<file path="src/rtl/chanx_pipelined_routing_channel.sv">
// Routing channel: per-track retiming of 0..PIPE_DEPTH stages, depth chosen by a serial
// shadow config chain that commits on the falling edge of cfg_en.
module chanx_pipelined_routing_channel #(
    parameter int CHAN_WIDTH = 30,
    parameter int PIPE_DEPTH = 3,
    parameter int CFG_BITS   = $clog2(PIPE_DEPTH + 1),
    parameter int MID_REG    = 0
) (
    input  logic                  clk,
    input  logic                  Reset,
    input  logic                  cfg_en,
    input  logic                  cfg_in,
    output logic                  cfg_out,
    output logic                  cfg_done,
    input  logic [CHAN_WIDTH-1:0] chan_in,
    output logic [CHAN_WIDTH-1:0] chan_out,
    output logic [CHAN_WIDTH-1:0] mid_out
);

    localparam int N = CHAN_WIDTH * CFG_BITS;

    logic [N-1:0]          shadow_q, shadow_d;
    logic [N-1:0]          active_q, active_d;
    logic                  cfg_en_q, cfg_en_d;
    logic                  cfg_done_q, cfg_done_d;
    logic [CHAN_WIDTH-1:0] pipe_q [PIPE_DEPTH];
    logic [CHAN_WIDTH-1:0] pipe_d [PIPE_DEPTH];
    logic                  commit;
    logic [CFG_BITS-1:0]   track_cfg;

    always_comb begin
        commit     = cfg_en_q & ~cfg_en;
        shadow_d   = cfg_en ? ((shadow_q << 1) | N'(cfg_in)) : shadow_q;
        active_d   = commit ? shadow_q : active_q;
        cfg_en_d   = cfg_en;
        cfg_done_d = commit;
        // Stages always shift; a commit flushes them so stale data never appears at a new tap.
        pipe_d[0]  = commit ? '0 : chan_in;
        for (int k = 1; k < PIPE_DEPTH; k++) begin
            pipe_d[k] = commit ? '0 : pipe_q[k-1];
        end
    end

    always_ff @(posedge clk) begin
        if (!Reset) begin
            shadow_q   <= '0;
            active_q   <= '0;
            cfg_en_q   <= 1'b0;
            cfg_done_q <= 1'b0;
            for (int k = 0; k < PIPE_DEPTH; k++) begin
                pipe_q[k] <= '0;
            end
        end else begin
            shadow_q   <= shadow_d;
            active_q   <= active_d;
            cfg_en_q   <= cfg_en_d;
            cfg_done_q <= cfg_done_d;
            for (int k = 0; k < PIPE_DEPTH; k++) begin
                pipe_q[k] <= pipe_d[k];
            end
        end
    end

    // Highest stage not exceeding the field wins, which also clamps oversize fields.
    always_comb begin
        chan_out  = chan_in;
        track_cfg = '0;
        for (int i = 0; i < CHAN_WIDTH; i++) begin
            track_cfg = active_q[i*CFG_BITS +: CFG_BITS];
            for (int k = 1; k <= PIPE_DEPTH; k++) begin
                if (int'(track_cfg) >= k) begin
                    chan_out[i] = pipe_q[k-1][i];
                end
            end
        end
    end

    assign cfg_out  = shadow_q[N-1];
    assign cfg_done = cfg_done_q;

    generate
        if (MID_REG != 0) begin : g_mid_reg
            logic [CHAN_WIDTH-1:0] mid_q, mid_d;
            always_comb mid_d = chan_in;
            always_ff @(posedge clk) begin
                if (!Reset) begin
                    mid_q <= '0;
                end else begin
                    mid_q <= mid_d;
                end
            end
            assign mid_out = mid_q;
        end else begin : g_mid_comb
            assign mid_out = chan_in;
        end
    endgenerate

endmodule

</file>
<file path="config.mk">
export PLATFORM = sky130hd
export DESIGN_NAME = chanx_pipelined_routing_channel
export DESIGN_NICKNAME = d
export VERILOG_FILES = /design/src/rtl/chanx_pipelined_routing_channel.sv
export SDC_FILE = /design/constraint.sdc
export NUM_CORES = 1
export LEC_CHECK = 0
export BUFFER_PORTS_ARGS = -buffer_cell sky130_fd_sc_hd__buf_2
export CORE_UTILIZATION = 50
export CTS_CLUSTER_DIAMETER = 30
export DETAILED_ROUTE_END_ITERATION = 10
export GPL_TIMING_DRIVEN = 1
export PLACE_DENSITY = 0.8
export SYNTH_ARGS = -nofsm -noshare
export SYNTH_HDL_FRONTEND = slang
export SYNTH_SLANG_ARGS = --single-unit
</file>
<file path="constraint.sdc">
create_clock -name clk -period 2 [get_ports clk]
set_input_delay 0.4 -clock clk [delete_from_list [all_inputs] [get_ports clk]]
set_output_delay 0.4 -clock clk [all_outputs]
set_load 0.005 [all_outputs]
</file>
==> impl_metrics.tcl <==
set metrics [dict create \
    synth_area_mm2 0.00787 \
    drt_wl_total_um 14200 \
    finalWorstSetupSlack_ns 0.0741 \
    final_common_cell "dfxtp_1" \
    ff2ff_path_depth 4 \
    final_util_pct 63.9 \
    hold_viol 0 \
    grt_pass1_vias 5028 \
    whs_path_depth 2 \
    criticalPathCategory "reg2out" \
    slew_headroom_pct 70.1 \
    power.leakage_nw 4.12 \
    synth_top_area_share_pct 54.0 \
    synth_fp_nets 753 \
    cts_sinks 212 \
    post-cts-setup-buffers 0 \
    cts_tree "done" \
    r2r_start "cfg_en_q$_SDFF_PN0_" \
    nets 821 \
    dieArea_mm2 0.0162 \
    min_to "pipe_q[0][9]$_SDFF_PP0_" \
    rr_endpoint "active_q[40]$_SDFFE_PN0P_" \
    ios 96 \
    crit_required_ns 1.60 \
    drt_iter0_drc 264 \
    finClkSkew_ns 0.0126 \
    cts_inserted_buffers 42 \
    cts_buffer_depth 3 \
    worst_hold_slack_ns 0.145 \
    grt_max_degree 57 \
    antenna_found_initial 0 \
    cp-end-kind "primary output" \
    synth_cell_types 12 \
    die_h_um 127 \
    ys_seq_area_share_pct 54.0 \
    status "finished, final reports clean" \
    track_usage_pct 18.3 \
    postSynthCellCount 719 \
    via_per_inst 4.94 \
    pre_cts_slack_ns 0.479 \
    post-dp-hpwl_um 8260 \
    clk_pin_slew_worst_paths_ns 0.05 \
    initial_core_util_pct 51.5 \
    cts_resized 0 \
    htree_levels 2 \
    fillCellCount 1213 \
    yosys_register_bits 212 \
    synthTopCellsByArea "dfxtp_1 54%, mux4_2 8.6%, mux2i_1 7.6%" \
    core_area_mm2 0.0153 \
    period_share_pct 96.3 \
    area_growth_pct 23.9 \
    setup.worst_path.start_class "register" \
    period_needed_ns 1.93 \
    clk_latency_ns 0.51 \
    ys_warn_count 0 \
    grt-ovfl-total 0 \
    hp-start "chan_in[9]" \
    die_x_um 127 \
    worstPathArrival_ns 1.53 \
    drive_gt1_share_pct 26.0 \
    num_vias 5089 \
    drt_drc_violations_left 0 \
    io_buffers 95 \
    cts-root-buf "clkbuf_16" \
    final_cell_mix "212 x dfxtp_1, 120 x nand2_1, 93 x buf_2" \
    max-cap-violations 0 \
    p_per_area_mw_per_mm2 1210 \
    wl_per_cell_um 13.8 \
    diodes 0 \
    slew_violations 0 \
    hp-class "in2reg" \
    drt_pre_antenna_iters 5 \
    setup_viol 0 \
    num_rows 45 \
    route.antenna.remaining_nets 0 \
    path_max_fanout 2 \
    gp_congestion 0.678 \
    grt_setup_unrepaired "no" \
    max_freq_mhz 519 \
    r2r_slack_ns 0.78 \
    grt_first_pass_wirelength_um 24200 \
    worst_ir_drop_vdd_v 0.000686 \
    syn_avg_cell_area_um2 10.9 \
    setup_tns_ns 0 \
    tightest_slew_ns 0.449 \
    hold_buffers 0 \
    netlist.top_cell.by_area "dfxtp_1" \
]
[critical path: stages (launching register included)]
cell	delay (ns)
dfxtp_1	0.36
mux4_2	0.51
buf_2	0.14
[cells by family (layout without fill, tap and decap cells)]
family	after synthesis	in the layout	share of synthesized area, %
AOI/OAI and AO/OA	60	60	5.73
muxes	90	90	16.2
DFF	212	212	54.0
buffers and inverters	83	184	6.01
and+or+nand+nor	274	274	18.1
[layer usage]
metal  routed length [um]  GRT usage [%]  vias to the layer above
met5                    0              0                        -
met4                  285           7.98                        0
met3                  576           4.40                       26
met2                 6570           30.2                      106
met1                 6810           22.9                     2387
li1                     -              -                     2570
[cell type report]
cell class / count / area [um^2] / share of cell area [%]
clock inverter: 28 / 323 / 3.31
sequential: 212 / 4240 / 43.5
timing repair buffer: 107 / 633 / 6.49
multi-input combinational: 424 / 3160 / 32.4
clock buffer: 49 / 1130 / 11.6
tap: 211 / 264 / 2.71
[report_power, final]
part / internal (mW) / switching [mW] / total [mW]
Combinational: 0.223 / 0.203 / 0.426
Clock: 4.73 / 2.29 / 7.02
Sequential: 4.31 / 0.0327 / 4.34
Total: 9.26 / 2.52 / 11.8
[flip-flops by register name, summed over array words and instances (netlist names)]
| signal | flops |
|---|---|
| cfg_en_q | 1 |
| cfg_done | 1 |
| active_q | 60 |
| pipe_q | 90 |
| shadow_q | 60 |
[synthesized netlist by cell type, drive strengths merged]
library cell / n
clkbuf: 28
nand2b: 1
mux4: 30
and2: 2
nand2: 120
dfxtp: 212
buf: 55
a21boi: 60
mux2i: 60
and3: 90
nor2b: 61
[metrics by stage]
stage | power (mW) | instance area, um^2 | std cells
6_report | 11.8 | 9750 | 1031
4_1_cts | 11.9 | 9750 | 1031
3_5_place_dp | 4.85 | 8300 | 954
5_1_grt | 12.2 | 9750 | 1031
2_1_floorplan | 4.73 | 7870 | 719
3_3_place_gp | 4.85 | 8300 | 954
[worst max path at each step]
stage	from	end	slack, ns	cells past startpoint
6_report	active_q[3]$_SDFFE_PN0P_	chan_out[1]	0.07	2
5_1_grt	active_q[5]$_SDFFE_PN0P_	chan_out[2]	0.02	2
4_1_cts	active_q[11]$_SDFFE_PN0P_	chan_out[5]	0.05	2
3_5_place_dp	chan_in[2]	chan_out[2]	0.48	3
3_3_place_gp	chan_in[2]	chan_out[2]	0.48	3
2_1_floorplan	cfg_en	pipe_q[0][0]$_SDFF_PP0_	0.73	5
Note: power is estimated with default switching activity, not from simulation.
